`src/rtl/minisys_pkg.sv`:
```
// Shared Minisys definitions: opcodes,
// fetch-state encoding and reset vector.
package minisys_pkg;

  localparam logic [5:0] OP_RTYPE = 6'b000000;
  localparam logic [5:0] OP_J     = 6'b000010;
  localparam logic [5:0] OP_JAL   = 6'b000011;
  localparam logic [5:0] OP_BEQ   = 6'b000100;
  localparam logic [5:0] OP_BNE   = 6'b000101;
  localparam logic [5:0] FUNCT_JR = 6'b001000;

  localparam logic [31:0] DEF_RESET_PC = 32'h0000_0000;

  typedef enum logic [1:0] {
    S_IDLE,
    S_REQ,
    S_HOLD,
    S_HALT
  } fetch_state_e;

endpackage

```
`src/rtl/npc_calc32.sv`:
```
// Combinational next-PC selection for the
// fetch unit, plus jr target alignment check.
module npc_calc32
  import minisys_pkg::*;
(
  input  logic [31:0] pc,
  input  logic [25:0] instr_lo,
  input  logic [31:0] rd1,
  input  logic        branch,
  input  logic        nbranch,
  input  logic        jmp,
  input  logic        jal,
  input  logic        jrn,
  input  logic        zero,
  output logic [31:0] pc4,
  output logic [31:0] npc,
  output logic        misalign
);

  logic [31:0] br_off;
  logic [31:0] br_tgt;
  logic [31:0] j_tgt;
  logic        take;

  assign pc4    = pc + 32'd4;
  assign br_off = {{14{instr_lo[15]}},
                   instr_lo[15:0], 2'b00};
  assign br_tgt = pc4 + br_off;
  assign j_tgt  = {pc4[31:28], instr_lo, 2'b00};
  assign take   = (branch & zero) |
                  (nbranch & ~zero);

  assign misalign = jrn & (|rd1[1:0]);

  // jr beats j/jal beats taken branch
  always_comb begin
    npc = pc4;
    if (jrn)
      npc = rd1;
    else if (jmp | jal)
      npc = j_tgt;
    else if (take)
      npc = br_tgt;
  end

endmodule

```
`src/rtl/ifetch_seq32.sv`:
```
// Sequential fetch unit: owns the PC, fetches
// one word, holds it until execute retires it.
module ifetch_seq32
  import minisys_pkg::*;
#(
  parameter logic [31:0] RESET_PC    = DEF_RESET_PC,
  parameter int          IMEM_ADDR_W = 14
) (
  input  logic                   clock,
  input  logic                   reset,
  output logic                   imem_req,
  output logic [IMEM_ADDR_W-1:0] imem_addr,
  input  logic                   imem_ready,
  input  logic [31:0]            imem_rdata,
  output logic [31:0]            Instruction,
  output logic [5:0]             Opcode,
  output logic [5:0]             Function_opcode,
  output logic                   inst_valid,
  input  logic                   exec_done,
  input  logic                   Branch,
  input  logic                   nBranch,
  input  logic                   Jmp,
  input  logic                   Jal,
  input  logic                   Jrn,
  input  logic                   Zero,
  input  logic [31:0]            Read_data_1,
  output logic [31:0]            pco,
  output logic [31:0]            link_addr,
  output logic                   misalign_err
);

  fetch_state_e state_q;
  fetch_state_e state_d;
  logic [31:0]  npc;
  logic         misalign;
  logic         ld_pc;
  logic         ld_ir;
  logic         set_err;

  npc_calc32 u_npc (
    .pc       (pco),
    .instr_lo (Instruction[25:0]),
    .rd1      (Read_data_1),
    .branch   (Branch),
    .nbranch  (nBranch),
    .jmp      (Jmp),
    .jal      (Jal),
    .jrn      (Jrn),
    .zero     (Zero),
    .pc4      (link_addr),
    .npc      (npc),
    .misalign (misalign)
  );

  assign imem_addr       = pco[IMEM_ADDR_W+1:2];
  assign Opcode          = Instruction[31:26];
  assign Function_opcode = Instruction[5:0];

  always_comb begin
    state_d = state_q;
    ld_pc   = 1'b0;
    ld_ir   = 1'b0;
    set_err = 1'b0;
    unique case (state_q)
      S_IDLE: state_d = S_REQ;
      S_REQ: begin
        if (imem_ready) begin
          state_d = S_HOLD;
          ld_ir   = 1'b1;
        end
      end
      S_HOLD: begin
        if (exec_done) begin
          if (misalign) begin
            state_d = S_HALT;
            set_err = 1'b1;
          end else begin
            state_d = S_REQ;
            ld_pc   = 1'b1;
          end
        end
      end
      S_HALT: state_d = S_HALT;
      default: state_d = S_IDLE;
    endcase
  end

  // handshake outputs decode the next state
  // so they are flop outputs, not comb logic
  always_ff @(posedge clock or posedge reset) begin
    if (reset) begin
      state_q      <= S_IDLE;
      imem_req     <= 1'b0;
      inst_valid   <= 1'b0;
      pco          <= RESET_PC;
      Instruction  <= 32'h0;
      misalign_err <= 1'b0;
    end else begin
      state_q    <= state_d;
      imem_req   <= (state_d == S_REQ);
      inst_valid <= (state_d == S_HOLD);
      if (ld_pc)
        pco <= npc;
      if (ld_ir)
        Instruction <= imem_rdata;
      if (set_err)
        misalign_err <= 1'b1;
    end
  end

endmodule
```
`config.mk`:
```
export PLATFORM = sky130hd
export DESIGN_NAME = ifetch_seq32
export DESIGN_NICKNAME = d
export VERILOG_FILES = /design/src/rtl/minisys_pkg.sv /design/src/rtl/npc_calc32.sv /design/src/rtl/ifetch_seq32.sv
export SDC_FILE = /design/constraint.sdc
export NUM_CORES = 1
export LEC_CHECK = 0
export BUFFER_PORTS_ARGS = -buffer_cell sky130_fd_sc_hd__buf_2
export CORE_MARGIN = 2
export CORE_UTILIZATION = 40
export DETAILED_ROUTE_END_ITERATION = 7
export PLACE_DENSITY = 0.76
export SETUP_SLACK_MARGIN = 0.05
export SLEW_MARGIN = 20
export SYNTH_ARGS = -nofsm -noshare
export SYNTH_HDL_FRONTEND = slang
export SYNTH_SLANG_ARGS = --single-unit
```
`constraint.sdc`:
```
create_clock -name clock -period 4.1 [get_ports clock]
set_input_delay 0.615 -clock clock [delete_from_list [all_inputs] [get_ports clock]]
set_output_delay 0.615 -clock clock [all_outputs]
set_load 0.05 [all_outputs]
```
==> run summary, run 1 <==
The commonest cells after synthesis are nand2_1, dfrtp_1, a21oi_1, nor2_1, o21ai_0. The pin count of the biggest net entering global routing is 51. The area fraction of the dominant cell type after synthesis was 0.307.

Among cell families on the critical path, the largest total delay comes from compound AO/OA/AOI/OAI gates. The clock passes through at most 2 buffers. dfrtp_1 takes more of the synthesized area than any other cell.

The run gives 0.324 as the relative slew slack. The count of nets left with antenna violations after detail routing was 0; the number of standard cells in the final layout excluding fillers was 1018. Buffers inserted during clock tree synthesis total 9. After routing the design area is 7350 um2. The hold buffer count at CTS is 0, and the setup violation total in the final timing report is 0. The first-pass iteration count of the detailed router came out at 6.

Setup repair after global routing could not meet its margin everywhere. Once detailed placement completed, the half-perimeter wirelength came to 14.2 mm. The tools report the overall routed net length as 19.1 mm. Of all nets on the critical path, the largest fanout is 7. Walking the worst path, the cells encountered are and4_1, or4b_4, buf_4, nor3_4, nand3_1, xnor2_2, ha_1, a2111oi_0, a31oi_2, a21oi_1, o21ai_0, xnor2_1, a311oi_1. The path depth of the worst reg2reg path is 13, and the required time of the critical path is 4.36 ns. The logs give 0 for the count of final hold-check violations and 0.935 for the final weighted congestion in routability-driven placement. The floorplan step defined a die boundary enclosing 15000 um2. The antenna diode count was 0.

The average instance in the mapped netlist occupies 8.52 um2. The fraction of layout instances using a drive strength above 1 was 0.384. The endpoint identified for the worst register-to-register timing path is pco[30]. The capturing element type of the critical path was a flop.

After synthesis, the cell types taking the most area are dfrtp_1, ha_1, mux2_2. For this run, the leading register cell type out of synthesis is dfrtp_1. CTS built an H-tree with a depth of 3. The class of the worst hold path was in2async. The cell count after placement is 1002. Between clock sinks in the finished design, the worst skew comes to 0.00714 ns. The core region is 13800 um2.

Portion of the clock cycle consumed by the worst path in the final layout: 0.938. The final critical-path setup slack is 0.253 ns, and the largest stage delay on the critical path is 0.56 ns. The worst vdd rail ir drop came out at 0.275 mV. The run gives 0 as the number of antenna violations at the first check in global routing.

Data arrival time of the critical path: 4.11 ns. The net count of the finished layout is 944. Total of fill cells in the finished design: 1258.

During synthesis, Yosys emitted a total of 0 warnings. Across all layers, the routed design uses 5816 vias. For the final routed database, the setup TNS stands at 0 ns.

The wire length of the first global-routing pass was 29.3 mm. Combined area of the multi-input logic cells: 3840 um2. The critical path is of the reg2reg type. In this run the critical register-to-register path is launched from pco[9]. STA classifies the critical path startpoint as a flop. In this run, synthesis inferred 0 flip-flops with an integrated enable. The post-synthesis register bit count was 69; the cell area after placement was 6970 um2. The cell at the root of the clock tree is clkbuf_16. TritonCTS built the clock tree. The number of max-cap violations is 0, and the horizontal extent of the die is 123 um.

For the count of final max-slew check failures, the log shows 0. The standby leakage power was 3.63 nW; the depth of the critical timing path with buffers and inverters included was 13. For flop-to-flop paths, the worst setup slack is 0.25 ns. The height of the chip is 123 um. The post-synthesis async set-or-reset flop share is 1.00, and the number of nets produced by synthesis is 772.

The cell area that synthesis handed to floorplanning was 5630 um2. Register cell area after layout: 1740 um2. The run gives 0.407 as the initial cell density of the core. For this block, the initial DRC count from the detailed router was 448.

The highest-delay cell along the critical path was a2111oi_0. The area added between synthesis and finish was 30.5%. Clock-pin slew was measured on the worst setup and hold paths at 0.06 ns.

Count of port buffers added during placement: 198. For the pre-CTS setup slack, the log shows 0.109 ns. After detailed routing, the average wire length per cell comes to 18.8 um.

The most frequent cell after synthesis was nand2_1. The distinct cell type count of the synthesized netlist was 56; the setup fix buffers added after clock tree synthesis was 0. The floorplan has 43 rows.

At the pin with the least slew margin, the transition time is 1.01 ns. The flow ran to the end, and the final reports show no timing, DRC or antenna violations. The gate count after technology mapping was 661; the power density normalized to cell area was 789 nW/um2.

The logs give 0 for the total global routing overflow and 199 for the number of top-level pins. The clock drives 69 sinks. The number of buffer and inverter instances along the worst setup path is 1. The later pin in the worst-skew pair is clocked with a latency of 0.35 ns. The global router's overall resource usage came out at 0.256. Dividing the detail-routed via count by the number of cells gives 5.71.

Derived from the worst setup path, the maximum achievable clock frequency is 260 MHz. The logs give 5508 for the via count of the first global-routing pass and 0 for the total DRC errors in the routed layout. The worst path needs 3.85 ns of the cycle, external delays included.

The run gives 0.307 as the sequential share of the synthesized area.
-- cell type report --
type	count	area share
clock buffer	10	0.0325
clock inverter	6	0.0150
inverter	15	0.00783
multi-input combinational	521	0.523
sequential	69	0.237
tap	180	0.0307
timing repair buffer	217	0.154
-- cell families (layout without fill, tap and decap cells) --
kind of cell	Yosys count	in the layout	share of synthesized area
XOR/XNOR	54	54	0.0874
buffers and inverters	71	248	0.0665
AO/OA/AOI/OAI	191	191	0.214
multiplexers	37	37	0.0731
adder cells (fa/ha/maj)	37	37	0.0836
flip-flops	69	69	0.307
AND/OR/NAND/NOR	202	202	0.168
-- state kept, by name (all words and copies together) (netlist names) --
signal,count
state_q,2
inst_valid,1
pco,32
Instruction,32
imem_req,1
misalign_err,1
-- per-stage QoR --
step / hold slack [ns] / power [mW] / util
after global placement: 0.459 / 4.81 / 0.504
after CTS: 0.481 / 5.78 / 0.529
after floorplan: 0.547 / 4.06 / -
after detailed placement: 0.464 / 4.83 / 0.504
final: 0.411 / 5.80 / 0.531
after global routing: 0.485 / 6.14 / 0.531
-- layer usage --
metal / track usage / share of wire
met1: 0.335 / 0.43
met2: 0.405 / 0.47
met3: 0.0623 / 0.073
met4: 0.103 / 0.025
met5: 0 / 0
-- repair_timing --
item | in CTS | in global routing
hold endpoints to repair | 0 | 0
resized for setup | 0 | 8
endpoints found under the setup margin | 0 | 8
-- power breakdown --
group,internal (mW),switching (mW),leakage (nW)
combinational,1.14,2.55,2.62
sequential,0.882,0.289,0.849
clock,0.609,0.322,0.165
total,2.64,3.16,3.63
-- worst max path at each step --
stage	start	to	slack, ns
after global placement	pco[9]	pco[18]	0.15
final	pco[9]	pco[30]	0.25
after CTS	pco[9]	pco[18]	0.08
after global routing	pco[9]	pco[18]	0.01
after detailed placement	pco[9]	pco[18]	0.11
after floorplan	pco[2]	pco[29]	0.05
-- cells in the final DEF (no fill, tap or decap), types with 5 or more instances in the layout --
| cell | count |
|---|---|
| xor2_1 | 18 |
| a31oi_1 | 5 |
| or2_2 | 5 |
| o221ai_1 | 7 |
| nand3_1 | 12 |
| nand4_1 | 6 |
| o21ai_0 | 44 |
| xnor2_4 | 6 |
| dfrtp_2 | 11 |
| mux2_2 | 33 |
| nor2b_1 | 5 |
| a21oi_1 | 55 |
| clkbuf_16 | 9 |
| buf_4 | 19 |
| xnor2_1 | 13 |
| o211ai_1 | 10 |
| nor2_1 | 53 |
| a21o_1 | 11 |
| nand2_1 | 77 |
| ha_1 | 34 |
| xnor2_2 | 11 |
| o21a_1 | 8 |
| a211oi_1 | 9 |
| inv_1 | 14 |
| buf_2 | 198 |
| and3_1 | 16 |
| dfrtp_1 | 58 |
| a311oi_1 | 12 |
-- worst register-to-register path, delay by kind of cell, from the launching register on --
kind,cells,cell delay (ns)
AND/OR/NAND/NOR,4,1.26
XOR/XNOR,2,0.35
flip-flops,1,0.43
adder cells (fa/ha/maj),1,0.23
buffers and inverters,1,0.19
AO/OA/AOI/OAI,5,1.30
Power figures use the tool's default switching activity.
==> run 2: changes to the inputs <==
--- a/config.mk
+++ b/config.mk
@@ -8,6 +8,7 @@
 export BUFFER_PORTS_ARGS = -buffer_cell sky130_fd_sc_hd__buf_2
 export CORE_MARGIN = 2
 export CORE_UTILIZATION = 40
+export CTS_BUF_LIST = sky130_fd_sc_hd__clkbuf_8
 export DETAILED_ROUTE_END_ITERATION = 7
 export PLACE_DENSITY = 0.76
 export SETUP_SLACK_MARGIN = 0.05
==> run summary, run 2 (synthesis gave the netlist of run 1 again) <==
The flow ran to the end, and the final reports show no timing, DRC or antenna violations. The number of cell rows is 43, and the horizontal extent of the die is 123 um. In this run the clock root is driven by a clkbuf_8.

Setup repair after global routing could not meet its margin everywhere. The global router's overall resource usage was 0.254; the initial cell density of the core was 0.407. The tree built by TritonCTS fans out to 69 sinks. Data arrives at the worst endpoint at 4.14 ns.

TritonCTS built the clock tree. Worst-path maximum fanout: 7. The final sum of negative setup slack is 0 ns.

The library cell used most frequently in the layout, excluding fill and tap cells, is buf_2. The maximum level of the CTS H-tree was 3. The tools report the count of nets left with antenna violations after detail routing as 0. The minimum clock period was 3.85 ns. The tightest min-delay check is of the in2async type. The tools report the element type at the critical path start as a flop. The antenna diode count came out at 0.

The logs give 0 for the count of final max-slew check failures and 29.1 mm for the wire length of the first global-routing pass. The total DRC errors in the routed layout is 0. Worst-case clock buffer depth: 2. The first detailed-routing pass took 5 iterations.

The portion of the clock cycle consumed by the worst path in the final layout came out at 0.938. The critical path is of the reg2reg type. The ratio of routed vias to standard cells was 5.70.

The tool flagged a number of max-cap violations equal to 0. For the final layout net count, the log shows 944. In this run the power density over the cells is 771 nW/um2. In this run the static leakage power is 3.59 nW. The fraction of layout instances using a drive strength above 1 came out at 0.384. In the final routed layout, each cell accounts on average for 18.7 um.

Insertion delay to the later sink of the worst-skew pair: 0.39 ns. The pin count of the biggest net entering global routing was 51. Across the VDD grid, the largest voltage drop is 0.306 mV.

The area growth from synthesis to layout is 28.7%. The height of the chip came out at 123 um. The transition at the pin with the smallest max-transition slack was 0.998 ns.

The number of antenna violations at the first check in global routing is 0, and the clock-pin slew of the registers on the worst-case setup and hold paths is 0.09 ns. The library cells used most frequently in the layout, excluding fill and tap cells, are buf_2, nand2_1, dfrtp_1. The die covers 15000 um2. Derived from the worst setup path, the maximum achievable clock frequency is 260 MHz.

The largest registers in the layout are Instruction (32), pco (32), state_q (2). Port buffering added 198 buffers. Setup violations remaining at the end of the flow were counted as 0. Summed over all nets, the half-perimeter wirelength after detailed placement is 14.2 mm. Counting the buffers created by CTS gives 9. The overall via count from detail_route was 5807.

The run gives 0 as the count of final hold-check violations. The run gives 397 as the violation count after the first detailed-route iteration. After clock tree synthesis, the flow added hold-fix buffers numbering 0. STA classifies the critical path endpoint as a flop. On the final layout, the worst clock skew is 0.0136 ns.

The tools report the via count of the first global-routing pass as 5487. The final weighted congestion in routability-driven placement was 0.935; the final design utilization was 0.524. The total of fill cells in the finished design is 1275.

The number of top-level pins is 199, and the overall routed net length is 19.0 mm. Data on the critical path is required at its endpoint by 4.40 ns. Summed over all layers, the global routing overflow is 0. The relative slew slack was 0.332. In this run the standard cell core region covers 13800 um2.
-- run 2: final timing paths --
check                               start               to  slack (ns)  cells past startpoint
max reg2reg                        pco[9]          pco[30]        0.25                     13
min                                 reset          pco[31]        0.38                      2
min in group clock         imem_rdata[24]  Instruction[24]        0.46                      2
max in group asynchronous           reset          pco[16]        2.87                      3
max                                pco[9]          pco[30]        0.25                     13
min reg2reg                  misalign_err     misalign_err        0.48                      1
-- run 2: layout make-up --
type	instances	area (um2)	share of cell area
clock buffers	10	138	0.0190
clock inverters	6	110	0.0152
inverters	15	57.6	0.00794
multi-input cells	521	3840	0.530
flip-flops and latches	69	1740	0.240
well taps	180	225	0.0311
repair buffers	217	1130	0.156
-- run 2: metal layers --
layer  vias up  share of wire  global-route usage  wire length [um]
met5         -              0                   0                 0
met4         0          0.028               0.112               535
met3        43          0.069              0.0530              1320
met2       252           0.47               0.402              8940
met1      2804           0.43               0.335              8220
li1       2708              -                   -                 -
-- run 2: stage by stage --
stage	cells	setup WS, ns	hold WS [ns]	power (mW)	instance area [um2]
3_5_place_dp	1002	0.109	0.464	4.83	6970
4_1_cts	1018	0.0781	0.446	5.57	7220
3_3_place_gp	1002	0.147	0.459	4.81	6970
6_report	1018	0.254	0.377	5.58	7250
2_1_floorplan	661	0.0533	0.547	4.06	5920
5_1_grt	1018	0.0218	0.454	5.92	7250
-- run 2: critical path, cell delays in order (launching register included) --
cell       delay, ns
dfrtp_2         0.44
and4_1          0.28
or4b_4          0.52
buf_4           0.19
nor3_4          0.28
nand3_1         0.16
xnor2_2         0.20
ha_1            0.23
a2111oi_0       0.56
a31oi_2         0.21
a21oi_1         0.18
o21ai_0         0.10
xnor2_1         0.15
a311oi_1        0.25
-- run 2: power by group --
part / total, mW / switching, mW / internal (mW)
clock network: 0.717 / 0.297 / 0.419
logic: 3.70 / 2.55 / 1.14
registers: 1.17 / 0.289 / 0.880
-- run 2: what timing repair did --
item,in CTS,in global routing
setup endpoints to repair,0,8
setup buffers,0,0
resized for setup,0,8
endpoints found under the hold margin,0,0
